**src/rtl/fifo_rd_packer.sv**
```systemverilog
// fifo_rd_packer
//   Read-side master for the ring-buffer FIFO. Issues single-word reads,
//   collects PACK_RATIO consecutive words into one wide word (lane 0 = oldest)
//   and presents it on a valid/ready stream.
//
// Parameters
//   DATA_WIDTH     width of one FIFO word
//   PACK_RATIO     FIFO words per output word (>= 2)
//   FLUSH_TIMEOUT  idle cycles before a partial word is flushed
//                  (only with FIFO_RD_PACK_FLUSH_EN)
//
// Ports
//   clk           clock, all logic on posedge
//   reset         synchronous, active-high reset
//   fifo_rd_en    read request to FIFO (forced low while reset=1)
//   fifo_rd_data  FIFO data, valid in the cycle after fifo_rd_en
//   fifo_rd_val   FIFO read-valid, only meaningful in the cycle after fifo_rd_en
//   out_data      packed word, lane i = [i*DATA_WIDTH +: DATA_WIDTH]
//   out_valid     out_data/out_cnt valid
//   out_ready     consumer accepts when out_valid && out_ready
//   out_cnt       number of valid lanes in out_data
//
// Build option
//   FIFO_RD_PACK_FLUSH_EN  when defined, a partial accumulator is flushed
//                          after FLUSH_TIMEOUT cycles without a captured
//                          word; out_cnt then reports the partial lane count
//                          and unused upper lanes are zero. When undefined,
//                          partial words are held until completed.

module fifo_rd_packer #(
  parameter int DATA_WIDTH    = 8,
  parameter int PACK_RATIO    = 4,
  parameter int FLUSH_TIMEOUT = 16
) (
  input  logic                                clk,
  input  logic                                reset,
  output logic                                fifo_rd_en,
  input  logic [DATA_WIDTH-1:0]               fifo_rd_data,
  input  logic                                fifo_rd_val,
  output logic [DATA_WIDTH*PACK_RATIO-1:0]    out_data,
  output logic                                out_valid,
  input  logic                                out_ready,
  output logic [$clog2(PACK_RATIO+1)-1:0]     out_cnt
);

  localparam int            CW   = $clog2(PACK_RATIO + 1);
  localparam int            OW   = DATA_WIDTH * PACK_RATIO;
  localparam logic [CW-1:0] FULL = CW'(PACK_RATIO);

  if (PACK_RATIO < 2) begin : g_bad_ratio
    $error("fifo_rd_packer: PACK_RATIO must be at least 2");
  end
  if (FLUSH_TIMEOUT < 1) begin : g_bad_timeout
    $error("fifo_rd_packer: FLUSH_TIMEOUT must be at least 1");
  end

  logic [OW-1:0] acc_data;
  logic [CW-1:0] acc_cnt;
  logic          inflight;

  logic          capture;
  logic          out_free;
  logic          full_xfer;
  logic          transfer;
  logic          rd_block;
  logic [CW-1:0] acc_eff;
  logic [CW-1:0] wr_lane;
  logic [CW:0]   issue_sum;
  logic [OW-1:0] xfer_data;

  // The FIFO keeps rd_val high between reads, so it only counts when a read
  // was actually issued in the previous cycle.
  assign capture   = inflight && fifo_rd_val;
  assign out_free  = !out_valid || out_ready;
  assign full_xfer = (acc_cnt == FULL) && out_free;

  // A response arriving alongside a transfer belongs to the next word.
  assign acc_eff = transfer ? '0 : acc_cnt;
  assign wr_lane = transfer ? '0 : acc_cnt;

  // Never have more reads in flight than free lanes, so every response
  // has a slot to land in.
  assign issue_sum  = {1'b0, acc_eff} + {{CW{1'b0}}, inflight};
  assign fifo_rd_en = !reset && !rd_block && (issue_sum < (CW + 1)'(PACK_RATIO));

`ifdef FIFO_RD_PACK_FLUSH_EN
  localparam int            IW       = $clog2(FLUSH_TIMEOUT + 1);
  localparam logic [IW-1:0] IDLE_MAX = IW'(FLUSH_TIMEOUT);

  logic [IW-1:0] idle_cnt;
  logic          timed_out;
  logic          flush_xfer;

  // Keep only the lanes that hold captured words; the rest read as zero.
  function automatic logic [OW-1:0] mask_lanes(input logic [OW-1:0] d,
                                               input logic [CW-1:0] n);
    logic [OW-1:0] m;
    m = '0;
    for (int i = 0; i < PACK_RATIO; i++) begin
      if (CW'(i) < n) begin
        m[i*DATA_WIDTH +: DATA_WIDTH] = d[i*DATA_WIDTH +: DATA_WIDTH];
      end
    end
    return m;
  endfunction

  assign timed_out = (idle_cnt == IDLE_MAX);
  // Wait for the last outstanding read to return before flushing so a late
  // response cannot land in an accumulator that has already been emptied.
  assign flush_xfer = timed_out && (acc_cnt != '0) && !inflight && out_free;
  assign transfer   = full_xfer || flush_xfer;
  assign rd_block   = timed_out;
  assign xfer_data  = mask_lanes(acc_data, acc_cnt);

  always_ff @(posedge clk) begin
    if (reset) begin
      idle_cnt <= '0;
    end else if (capture || (acc_cnt == '0) || transfer) begin
      idle_cnt <= '0;
    end else if (!timed_out) begin
      idle_cnt <= idle_cnt + IW'(1);
    end
  end
`else
  assign transfer  = full_xfer;
  assign rd_block  = 1'b0;
  assign xfer_data = acc_data;
`endif

  // ---- stage p0 -> p1: read issue and response capture into the accumulator
  always_ff @(posedge clk) begin
    if (reset) begin
      inflight <= 1'b0;
      acc_cnt  <= '0;
    end else begin
      inflight <= fifo_rd_en;
      if (transfer) begin
        acc_cnt <= capture ? CW'(1) : '0;
      end else if (capture) begin
        acc_cnt <= acc_cnt + CW'(1);
      end
    end
  end

  always_ff @(posedge clk) begin
    for (int i = 0; i < PACK_RATIO; i++) begin
      if (capture && (wr_lane == CW'(i))) begin
        acc_data[i*DATA_WIDTH +: DATA_WIDTH] <= fifo_rd_data;
      end
    end
  end

  // ---- stage p1 -> p2: accumulator to output register
  // Output data is held whenever no transfer happens, which keeps it stable
  // under backpressure.
  always_ff @(posedge clk) begin
    if (reset) begin
      out_valid <= 1'b0;
      out_data  <= '0;
      out_cnt   <= '0;
    end else if (transfer) begin
      out_valid <= 1'b1;
      out_data  <= xfer_data;
      out_cnt   <= acc_cnt;
    end else if (out_ready) begin
      out_valid <= 1'b0;
    end
  end

endmodule

```
**config.mk**
```make
export PLATFORM = sky130hd
export DESIGN_NAME = fifo_rd_packer
export DESIGN_NICKNAME = d
export VERILOG_FILES = /design/src/rtl/fifo_rd_packer.sv
export SDC_FILE = /design/constraint.sdc
export NUM_CORES = 1
export LEC_CHECK = 0
export CORE_MARGIN = 3
export CORE_UTILIZATION = 51
export DETAILED_ROUTE_END_ITERATION = 8
export PLACE_DENSITY = 0.77
export SLEW_MARGIN = 25
export SYNTH_ARGS = -nofsm -noshare
export SYNTH_HDL_FRONTEND = slang
export SYNTH_SLANG_ARGS = --single-unit
```
**constraint.sdc**
```tcl
create_clock -name clk -period 2.4 [get_ports clk]
set_input_delay 0.24 -clock clk [delete_from_list [all_inputs] [get_ports clk]]
set_output_delay 0.24 -clock clk [all_outputs]
set_load 0.01 [all_outputs]
```
==> results of run 1 <==
## cell type report
type | instances | area (um2) | share of cell area (%)
clock inverters | 4 | 21.3 | 0.648
clock buffers | 12 | 135 | 4.12
multi-input cells | 134 | 738 | 22.5
flip-flops and latches | 72 | 1760 | 53.7
inverters | 2 | 7.51 | 0.229
well taps | 67 | 83.8 | 2.55
repair buffers | 55 | 533 | 16.2
## worst min-delay path, cell delays in order (launching register included)
cell and delay, ns:
dfxtp_1 0.31, o21ai_0 0.06, a21oi_1 0.06
## per-layer routing
metal,track usage (%),vias to the layer above,wire [um]
met4,12.1,0,115
met2,30.4,51,2710
met5,0,-,0
met1,24.4,877,2390
li1,-,915,-
met3,3.90,11,287
## worst paths after layout
| path | cells after the start | start | endpoint | slack (ns) |
|---|---|---|---|---|
| max | 6 | acc_cnt[1]$_SDFFE_PP0P_ | fifo_rd_en | 0.14 |
| min | 2 | out_data[18]$_SDFFE_PP0P_ | out_data[18]$_SDFFE_PP0P_ | 0.47 |
| max reg2reg | 6 | acc_cnt[1]$_SDFFE_PP0P_ | acc_cnt[0]$_SDFFE_PP0P_ | 0.59 |
| min reg2reg | 2 | out_data[18]$_SDFFE_PP0P_ | out_data[18]$_SDFFE_PP0P_ | 0.47 |
## metrics by stage
step | setup WS, ns | total power (W) | util [%] | hold slack [ns] | instances
detailed placement | 0.291 | 0.00140 | 64.0 | 0.467 | 330
finish | 0.144 | 0.00216 | 67.3 | 0.473 | 346
floorplan | 0.520 | 0.00136 | - | 0.339 | 227
global placement | 0.332 | 0.00140 | 64.0 | 0.457 | 330
global route | 0.0351 | 0.00224 | 67.3 | 0.496 | 346
CTS | 0.106 | 0.00217 | 67.2 | 0.478 | 346
## kinds of logic after synthesis
logic type	count (synthesis)	synth area share [%]
xor+xnor	1	0.328
simple gates	50	9.78
flops	72	65.9
fa+ha+maj	4	1.87
mux	2	0.795
buf+inv	21	6.50
compound gates	77	14.8
## repair_timing
action | in CTS | in global routing
hold buffers | 0 | 0
setup endpoints to repair | 0 | 1
gates resized for setup | 0 | 1
## flip-flops by register name, summed over array words and instances (netlist names)
register	flops
acc_cnt	3
acc_data	32
inflight	1
out_cnt	3
out_data	32
out_valid	1
## cells in the final DEF (no fill, tap or decap), drive strengths merged
cell | netlist | routed
clkbuf | 7 | 12
buf | 12 | 7
a31oi | 1 | 1
a21oi | 39 | 39
dfxtp | 40 | 40
edfxtp | 32 | 32
nor2 | 5 | 5
nand2 | 2 | 2
and2 | 1 | 1
nand2b | 3 | 3
and2b | 1 | 1
inv | 2 | 2
mux2i | 1 | 1
a211oi | 1 | 1
nor3b | 3 | 3
clkinvlp | 0 | 1
mux2 | 1 | 1
nand3 | 35 | 35
clkdlybuf4s50 | 0 | 48
xor2 | 1 | 1
o21ai | 35 | 35
a21boi | 1 | 1
ha | 4 | 4
clkinv | 0 | 3
## report_power, final
group	internal, W	switching, W
Sequential	0.00129	0.00000670
Clock	0.000369	0.000418
Combinational	0.0000314	0.0000405
Total	0.00169	0.000465
==> results.md, run 1 <==
- Die W: about 80 um
- Total number of vias: ~1.9k
- Slew HR: between 20% and 30%
- Post-synth EDFFs: 32
- Post-DP HPWL: around 3400 um
- PwrDens: around 660 mW/mm2
- Max Clock Skew: approximately 0.0056 ns
- Final min period: approximately 2.3 ns
- CTS tree: built
- Initial Utilization: 54.8%
- Mean area per synthesized cell: between 10 and 15 um2
- Synthesized netlist net count: 243
- CTS clk-pin slew, worst paths: approximately 0.070 ns
- Initial antenna violation count: 0
- Worst skew pair latency: 0.34 ns
- Post-synth top cells: 40 x dfxtp_1, 39 x a21oi_1, 35 x nand3_1
- Startpoint Class: register
- Sequential share of the synthesized area: between 60% and 70%
- Cell taking the most area after synthesis: edfxtp_1
- Hold Vio Cnt, Final: 0
- Netlist Area Pre-Place: 0.00267 mm2
- Data arrival, critical path: between 2 and 2.5 ns
- Count leader, synth: dfxtp_1
- CTS Sinks: a little over 70
- ANT nets after route: 0
- Cells after Synth: about 230
- DR DRC count: 0
- Largest net degree at the start of global routing: between 40 and 50
- # H-tree levels: 3
- Die Area: around 0.0061 mm2
- Vias in the first global route: roughly 1.8k
- RSZ-0062 raised after global routing: no
- Crit path capture type: output port
- Final setup violating endpoints: 0
- GRT Total Usage: between 10% and 20%
- Post-CTS Setup Bufs: 0
- Setup tns final: 0 ns
- Top cell type's share of synthesized area: 35.9%
- DR pass1 iterations: 4
- Slew Limit Fails: 0
- Fillers: 420
- Clock root buffer: clkbuf_8
- Core Region: about 0.0049 mm2
- Initial DRC count: around 110
- Yosys cell types: 28
- Max Freq: roughly 440 MHz
- Buffers and inverters on the worst path: 2
- CP required: 2.16 ns
- Delay-heaviest family, CP: buffers and inverters
- Placed inst area: between 0.003 and 0.004 mm2
- Buffers from clock root to sink, at most: 2
- # rows: 25
- Vias per Instance: approximately 5.4
- Final Cell Area: between 0.003 and 0.004 mm2
- Die Y: roughly 80 um
- N_diodes: 0
- Top FF cell, synth: dfxtp_1
- Asr flop ratio synth: 0%
- Number of port buffers: 48
- Peak VDD IR: 0.366 mV
- Critical path type: reg2out
- GRT Residual Overflow: 0
- Layout area overhead: 22.7%
- CP Cell Sequence: inv_1, ha_1, and2_4, a21oi_1, nor2_1, clkdlybuf4s50_1
- # nets final: 290
- Routability cong.: around 0.79
- CP Max Fanout: 6
- Maxcap violations: 0
- Largest cells by area after synthesis: edfxtp_1 36%, dfxtp_1 30%, a21oi_1 7.3%
- Worst hold-check path type: reg2reg
- Yosys warning total: 0
- Routed wire length: about 5500 um
- Yosys reg bits: 72
- Slowest Stage Delay on Critical Path: between 0.4 and 0.5 ns
- Status: finished clean
- Worst-Margin Slew: between 1 and 1.5 ns
- First-pass GRT wire length: approximately 8800 um
- WL per Instance: approximately 16 um
- Ports: a little under 50
- LEAKAGE: between 1 and 1.5 nW
- Slowest library cell on the worst path: clkdlybuf4s50_1
- Layout cells sized above 1: between 8 and 9%
- CTS buffer count: 9
- Period utilisation layout: between 90% and 100%
Power figures use the tool's default switching activity.
==> inputs of run 2 (changes only) <==
--- a/config.mk
+++ b/config.mk
@@ -6,9 +6,10 @@
 export NUM_CORES = 1
 export LEC_CHECK = 0
 export CORE_MARGIN = 3
-export CORE_UTILIZATION = 51
+export CORE_UTILIZATION = 55
 export DETAILED_ROUTE_END_ITERATION = 8
-export PLACE_DENSITY = 0.77
+export DONT_BUFFER_PORTS = 1
+export PLACE_DENSITY = 0.69
 export SLEW_MARGIN = 25
 export SYNTH_ARGS = -nofsm -noshare
 export SYNTH_HDL_FRONTEND = slang
==> run 2 against run 1 <==
Effect of this change: first-iteration DRC count is 27% lower; fmax is 9.3% higher; clock skew up 0.00062 ns; largest power group unchanged; critical endpoint unchanged; sequential cell count unchanged; sequential share of layout area up 6.9 points; routed wire length fell by 2.5%.
==> results.md, run 2 (same netlist as run 1, synthesis figures left out) <==
- Status: finished clean
- Data arrival, critical path: approximately 1.8 ns
- Vias in the first global route: 1627
- Slew Limit Fails: 0
- CTS buffer count: 9
- Hold Vio Cnt, Final: 0
- # H-tree levels: 3
- Total number of vias: between 1.5k and 2k
- Maxcap violations: 0
- Period utilisation layout: between 80% and 90%
- Buffers from clock root to sink, at most: 2
- Fillers: 361
- First-pass GRT wire length: around 8100 um
- Commonest non-fill, non-tap cells in the layout: 40 x dfxtp_1, 39 x a21oi_1, 35 x nand3_1
- Peak VDD IR: between 0.4 and 0.5 mV
- Hold Crit Start: reset
- Worst skew pair latency: 0.33 ns
- Die Y: around 76 um
- Routability cong.: 0.767
- Worst-Margin Slew: between 0.6 and 0.7 ns
- Startpoint Class: register
- Crit path capture type: output port
- Layout cells sized above 1: 9.24%
- Initial Utilization: 59.0%
- Reg-to-reg startpoint: acc_cnt[0]$_SDFFE_PP0P_
- PwrDens: ~770 mW/mm2
- Post-DP HPWL: 3380 um
- Largest registers: acc_data x32, out_data x32
- CTS Sinks: slightly above 70
- Ports: 49
- DR DRC count: 0
- Max Freq: between 400 and 500 MHz
- Final setup violating endpoints: 0
- Initial antenna violation count: 0
- Post-CTS Setup Bufs: 0
- Slew HR: 56.6%
- N_diodes: 0
- # rows: 24
- Routed wire length: approximately 5400 um
- CP required: around 2.2 ns
- LEAKAGE: approximately 0.93 nW
- Core Region: approximately 0.0045 mm2
- Footprint of the multi-input gates: around 740 um2
- CP Max Fanout: 38
- Largest net degree at the start of global routing: 40
- Register area: 0.00176 mm2
- Layout area overhead: 8.75%
- ANT nets after route: 0
- WL per Instance: about 18 um
- CTS tree: built
- # nets final: 249
- Vias per Instance: around 5.7
- RSZ-0062 raised after global routing: no
- GRT Residual Overflow: 0
- Initial DRC count: roughly 80
- Placed inst area: ~0.0026 mm2
- Max Clock Skew: about 0.0062 ns
- Worst hold-check path type: in2reg
- Number of port buffers: 0
- GRT Total Usage: 19.6%
- Clock root buffer: clkbuf_8
- Final Cell Area: roughly 0.0029 mm2
- DR pass1 iterations: 4
- Final min period: ~2.1 ns
- CTS clk-pin slew, worst paths: roughly 0.060 ns
- Setup tns final: 0 ns
- Critical path type: reg2out
- Die W: roughly 76 um
- CP Launch Point: acc_cnt[0]$_SDFFE_PP0P_
- Die Area: about 0.0057 mm2
- Commonest non-fill, non-tap cell in the layout: dfxtp_1
==> run 2: changes by cell type in the layout (fill, tap and decap cells not counted) <==
cell / before / now
dfxtp_2: 1 / 0
clkdlybuf4s50_1: 48 / 0
buf_4: 7 / 5
clkinv_2: 2 / 1
bufinv_16: 0 / 1
buf_12: 0 / 1
dlygate4sd3_1: 0 / 8
dfxtp_1: 39 / 40
==> run 2: final cells by class <==
cell class	count	share of cell area, %
Inverter	2	0.258
Timing Repair Buffer	14	4.73
Clock buffer	12	4.65
Tap cell	65	2.80
Clock inverter	4	1.59
Multi-Input combinational cell	134	25.4
Sequential cell	72	60.6
==> run 2: power by group <==
group	internal, W	switching [W]
sequential	0.00129	0.00000729
combinational	0.0000245	0.0000370
clock	0.000476	0.000405
==> run 2: worst max-delay path: stages (launching register included) <==
cell and delay [ns]:
dfxtp_1 0.36, inv_1 0.13, ha_1 0.23, and2_4 0.41, a21oi_1 0.15, nor2_1 0.22
==> run 2: worst paths after layout <==
path                              endpoint  slack, ns  cells after the start
setup / recovery                fifo_rd_en       0.34                      5
hold / removal     acc_cnt[1]$_SDFFE_PP0P_       0.10                      2
hold reg to reg   out_data[4]$_SDFFE_PP0P_       0.52                      2
setup reg to reg    acc_data[30]$_DFFE_PP_       0.60                      4
==> run 2: stage by stage <==
step | power (W) | hold WS [ns] | utilization [%] | setup slack (ns) | cells
CTS | 0.00226 | 0.0877 | 64.1 | 0.330 | 303
global route | 0.00231 | 0.114 | 64.1 | 0.189 | 303
global placement | 0.00135 | 0.309 | 57.9 | 0.773 | 278
finish | 0.00224 | 0.104 | 64.1 | 0.336 | 303
floorplan | 0.00136 | 0.339 | - | 0.520 | 227
detailed placement | 0.00136 | 0.313 | 57.9 | 0.614 | 278
==> run 2: layer usage <==
metal  vias to the layer above  global-route usage (%)  part of all wire (%)
met2                        59                    29.3                    48
met4                         0                    9.90                   1.9
met3                        11                    6.46                   8.4
li1                        838                       -                     -
met5                         -                       0                     0
met1                       809                    25.6                    42
==> run 2: what timing repair did <==
item / CTS / global route
endpoints found under the hold margin: 70 / 0
gates resized for setup: 0 / 0
hold buffers: 9 / 0
==> patch 1 (settings of run 1) <==
Change the parameter `DATA_WIDTH` from 8 to 7.
--- a/src/rtl/fifo_rd_packer.sv
+++ b/src/rtl/fifo_rd_packer.sv
@@ -28,7 +28,7 @@
 //                          partial words are held until completed.
 
 module fifo_rd_packer #(
-  parameter int DATA_WIDTH    = 8,
+  parameter int DATA_WIDTH    = 7,
   parameter int PACK_RATIO    = 4,
   parameter int FLUSH_TIMEOUT = 16
 ) (
Ports: changed (resized fifo_rd_data and out_data); port bits go from 49 to 44. The function was not compared with the original's and may differ.
==> patch 1 against run 1 <==
- synthesized area down 12%
- power down 8.2%
- count of clock-buffer cells in the layout up 2
- sequential cell count down 8
- clock power down 3.4%
- routed wire length down 12%
- clock skew down 0.00085 ns
- register-to-register slack worse by 0.04 ns
- worst setup slack better by 0.0031 ns
- combinational power down 6.7%
- cell area down 9.4%
- critical path type unchanged
- largest cell class unchanged
==> patch 1: results (changes against run 1) <==
asr flop ratio synth=0% (unchanged); Worst VDD drop=0.4394 mV (+20%); most instantiated cells after synthesis=dfxtp_1 (36), a21oi_1 (34), nand3_1 (31), edfxtp_1 (28), o21ai_0 (20); sequential area share after synthesis=66.35% (+0.46 points); WL final=4853 um (-12%); Initial DRC Count=127 (+13%); GRT met1 Usage=24.87% (+0.47 points); Synth area leaders=edfxtp_1 (36%), dfxtp_1 (31%), a21oi_1 (7.2%); via count=1696 (-8.5%); DR vias/cell=5.524 (+3.1%); Clock transition at path regs=0.06 ns; largest registers=acc_data (28), out_data (28); CP Max Fanout=5 (-1); Netlist cell types=27 (-3.6%); placed insts=292 (-12%); GRT Util Overall=19.99% (+0.69 points); Leak=0.9683 nW (-8.2%); first-pass GRT wire length=7900 um (-10%); GP Congestion=0.9308 (+18%); Slew headroom=58.50% (+31 points); synth warn=0 (unchanged); period utilization=93.88% (-0.13 points); Data arrival, critical path=2.01 ns; top cell type's share of synthesized area=35.73% (-0.21 points); Synth Net Count=221 (-9.1%); largest net degree at the start of global routing=39 (-9.3%); clk_skew=0.004709 ns (-0.0008513 ns); H-tree levels=3 (unchanged); outcome=finished clean; Post-DP HPWL=3195 um (-6.8%); antenna cells=0 (unchanged); PortBufs=43 (-10%); pre-CTS setup slack=0.4684 ns (+0.1773 ns); CP peak stage delay=0.48 ns (about the same); number of global-route vias before repair=1644 (-6.5%); Post-synth EDFFs=28 (-13%); fraction of final layout cells with drive strength greater than 1=9.412% (+0.81 points); Gate Count Post-Synth=206 (-9.3%); antenna violations before repair=0 (unchanged); M2 GR Usage=30.51% (+0.12 points); Area after DPL=0.002811 mm2 (-10%); grt met3 use=7.568% (+3.7 points); cell family with most CP delay=buffers and inverters; Final nets=266 (-8.3%)
## patch 1: cell types whose count changed in the layout (fill, tap and decap cells not counted), sizes merged
cell,run 1,this run
o21ai,35,31
buf,7,9
and2b,1,0
edfxtp,32,28
nor2b,0,1
clkinvlp,1,0
dfxtp,40,36
nand3,35,31
a21oi,39,35
clkinv,3,1
clkdlybuf4s50,48,43
clkbuf,12,14
## patch 1: where the power goes
group	internal [mW]	leakage, nW	switching (mW)
clock network	0.397	0.0805	0.363
registers	1.15	0.545	0.00618
logic	0.0306	0.343	0.0365
total	1.58	0.968	0.405
## patch 1: kinds of logic after synthesis
family,synth area share [%]
mux,1.063
fa+ha+maj,2.127
flops,66.35
xor+xnor,0.3722
compound gates,15.31
simple gates,9.995
buf+inv,4.785
## patch 1: cell type report
class                           count  area, um2
Timing Repair Buffer               52      498.0
Multi-Input combinational cell    122      683.2
Inverter                            2      7.507
Clock inverter                      1      5.005
Clock buffer                       14      152.6
Fill cell                         353       1441
Sequential cell                    64       1562
Tap cell                           52      65.06
## patch 1: path summary, 6_finish.rpt
kind | start | to | slack, ns | depth (start not counted)
worst max-delay path | acc_cnt[0]$_SDFFE_PP0P_ | fifo_rd_en | 0.15 | 6
worst min-delay path | out_data[16]$_SDFFE_PP0P_ | out_data[16]$_SDFFE_PP0P_ | 0.48 | 2
worst max register to register | acc_cnt[0]$_SDFFE_PP0P_ | out_data[20]$_SDFFE_PP0P_ | 0.55 | 6
worst min register to register | out_data[16]$_SDFFE_PP0P_ | out_data[16]$_SDFFE_PP0P_ | 0.48 | 2
## patch 1: worst reg2reg max path, cell delays in order (launching register included)
cell and delay [ns]:
dfxtp_1 0.42, inv_1 0.12, ha_1 0.25, nand2_1 0.41, buf_4 0.31, o21ai_0 0.12
a21oi_1 0.16
## patch 1: routing by layer
| metal | vias to the layer above | share of wire (%) | routed length, um |
|---|---|---|---|
| li1 | 829 | - | - |
| met1 | 817 | 44 | 2147 |
| met2 | 43 | 49 | 2386 |
| met3 | 7 | 4.8 | 234 |
| met4 | 0 | 1.8 | 85 |
| met5 | - | 0 | 0 |
## patch 1: what timing repair did
item                                    in CTS  in global routing
hold endpoints to repair                     0                  0
endpoints found under the setup margin       0                  1
resized for setup                            0                  1
==> patch 2 (config.mk and constraints of run 1) <==
Made on the original files. Put one more register stage on the output `out_cnt`, without a reset. The value now appears one clock later. The other outputs are not delayed to match.
--- a/src/rtl/fifo_rd_packer.sv
+++ b/src/rtl/fifo_rd_packer.sv
@@ -46,6 +46,8 @@
   localparam int            CW   = $clog2(PACK_RATIO + 1);
   localparam int            OW   = DATA_WIDTH * PACK_RATIO;
   localparam logic [CW-1:0] FULL = CW'(PACK_RATIO);
+
+  logic [$clog2(PACK_RATIO+1)-1:0] out_cnt_s0;
 
   if (PACK_RATIO < 2) begin : g_bad_ratio
     $error("fifo_rd_packer: PACK_RATIO must be at least 2");
@@ -157,15 +159,19 @@
     if (reset) begin
       out_valid <= 1'b0;
       out_data  <= '0;
-      out_cnt   <= '0;
+      out_cnt_s0 <= '0;
     end else if (transfer) begin
       out_valid <= 1'b1;
       out_data  <= xfer_data;
-      out_cnt   <= acc_cnt;
+      out_cnt_s0 <= acc_cnt;
     end else if (out_ready) begin
       out_valid <= 1'b0;
     end
   end
 
+  always_ff @(posedge clk) begin
+    out_cnt <= out_cnt_s0;
+  end
+
 endmodule
 
Function: changed (Yosys sat finds a counterexample within 10 cycles, from zero or initial values and one cycle with reset high).
==> patch 2 against run 1 <==
- worst hold slack got worse by 0.12 ns
- clock power increased by 31%
- power increased by 14%
- sequential cell count increased by 3
- register-to-register slack got worse by 0.03 ns
- global-route usage decreased by 0.51 points
- cell area increased by 4.4%
- worst setup slack improved by 0.0011 ns
- routed wire length decreased by 3.2%
- first-iteration DRC count increased by 46%
- synthesized area increased by 2.2%
- non-clock buffer count increased by 3
- critical endpoint unchanged
- highest routed layer unchanged
==> patch 2: results (changes against run 1) <==
outcome=finished clean; fin worst setup slack=0.1448 ns (+0.001058 ns); CP Max Fanout=6 (unchanged); CP Capture Point=fifo_rd_en; H-tree levels=3 (unchanged); DR vias/cell=5.315 (-0.80%); Final nets=296 (+2.1%); sequential area share after synthesis=66.64% (+0.75 points); largest registers=acc_data (32), out_data (32); Worst-Skew Late Latency=0.34 ns (about the same); worst flop-to-flop path startpoint=acc_cnt[1]$_SDFFE_PP0P_; FILL cells=443 (+5.5%); Post-synth EDFFs=32 (unchanged); worst-case reg-to-reg path depth=6 (unchanged); GP Congestion=0.8178 (+3.9%); Resize count post-CTS=0 (unchanged); Final Hold Vio Count=0 (unchanged); fin. max-slew vios=0 (unchanged); worst r2r dst=acc_cnt[0]$_SDFFE_PP0P_; Hold Crit Depth=0 (-2); pre-CTS setup slack=0.3447 ns (+0.05365 ns); CTS buffer count=9 (unchanged); Synth area leaders=edfxtp_1 (35%), dfxtp_1 (31%), a21oi_1 (7.1%); first-pass GRT wire length=8838 um (+0.63%); Clock transition at path regs=0.07 ns (about the same); WL/cell=15.01 um (-5.6%); synth warn=0 (unchanged); number of global-route vias before repair=1847 (+5.1%); buffer count from post-CTS setup fixing=0 (unchanged); GRT Util Overall=18.79% (-0.51 points); FF-to-FF setup slack=0.56 ns (-0.03 ns); CTS Root Cell=clkbuf_8; most instantiated cells after synthesis=dfxtp_1 (43), a21oi_1 (39), nand3_1 (35), edfxtp_1 (32), o21ai_0 (25); Post-DP HPWL=3401 um (-0.79%); Netlist cell types=28 (unchanged); Initial DRC Count=163 (+46%); Leak=1.129 nW (+7.0%); asr flop ratio synth=0% (unchanged); Synth Net Count=246 (+1.2%); antenna cells=0 (unchanged); PortBufs=48 (unchanged); DRT Pass-1 Iters=4 (unchanged); fraction of final layout cells with drive strength greater than 1=10.53% (+1.9 points); critical path type=reg2out; antenna violations before repair=0 (unchanged); Worst VDD drop=0.4036 mV (+10%); largest net degree at the start of global routing=43 (unchanged); clk_skew=0.008115 ns (+0.002555 ns); Max clock buf depth=2 (unchanged); Slew headroom=59.47% (+32 points)
patch 2: changes by cell type after synthesis, sizes merged:
cell	run 1	this run
dfxtp	40	43
patch 2: report_power, final:
part	switching [mW]	internal, mW	total [mW]
combinational	0.0393	0.0317	0.0710
clock	0.449	0.583	1.03
sequential	0.00663	1.34	1.35
total	0.495	1.96	2.45
patch 2: layer usage:
layer	track usage (%)	vias up	share of wire [%]
met4	6.701	0	0.96
li1	-	928	-
met5	0	-	0
met3	7.370	5	7.6
met2	28.62	67	47
met1	24.35	887	44
patch 2: critical path, stage by stage, from the launching register on:
cell and delay (ns):
dfxtp_1 0.44, inv_1 0.09, ha_1 0.23, and2_4 0.17, a21oi_1 0.20, nor2_1 0.06, clkdlybuf4s50_1 0.48
patch 2: area by class of cell:
type / instances / area share [%]
Clock inverter: 7 / 2.702
Multi-Input combinational cell: 134 / 21.54
Inverter: 2 / 0.2191
Timing Repair Buffer: 58 / 16.21
Sequential cell: 75 / 53.16
Clock buffer: 9 / 3.614
Tap cell: 70 / 2.556
patch 2: worst min-delay path by stage:
stage,start,endpoint,slack [ns]
floorplan,out_cnt_s0[0]$_SDFFE_PP0P_,out_cnt[0]$_DFF_P_,0.32
finish,out_cnt_s0[2]$_SDFFE_PP0P_,out_cnt[2]$_DFF_P_,0.36
detailed placement,out_cnt_s0[1]$_SDFFE_PP0P_,out_cnt[1]$_DFF_P_,0.34
global route,out_cnt_s0[2]$_SDFFE_PP0P_,out_cnt[2]$_DFF_P_,0.37
CTS,out_cnt_s0[1]$_SDFFE_PP0P_,out_cnt[1]$_DFF_P_,0.35
global placement,out_cnt_s0[1]$_SDFFE_PP0P_,out_cnt[1]$_DFF_P_,0.34
patch 2: cells by family after synthesis:
kind of cell	share of synthesized area, %
compound gates	14.51
flops	66.64
simple gates	9.566
buf+inv	6.361
fa+ha+maj	1.831
mux	0.7780
xor+xnor	0.3204
patch 2: stage by stage:
| stage | util [%] | std cells | instance area, um2 |
|---|---|---|---|
| final | 66.67 | 355 | 3427 |
| after global routing | 66.67 | 355 | 3427 |
| after CTS | 66.67 | 355 | 3427 |
| after detailed placement | 62.46 | 339 | 3211 |
| after global placement | 62.46 | 339 | 3211 |
| after floorplan | - | 230 | 2734 |
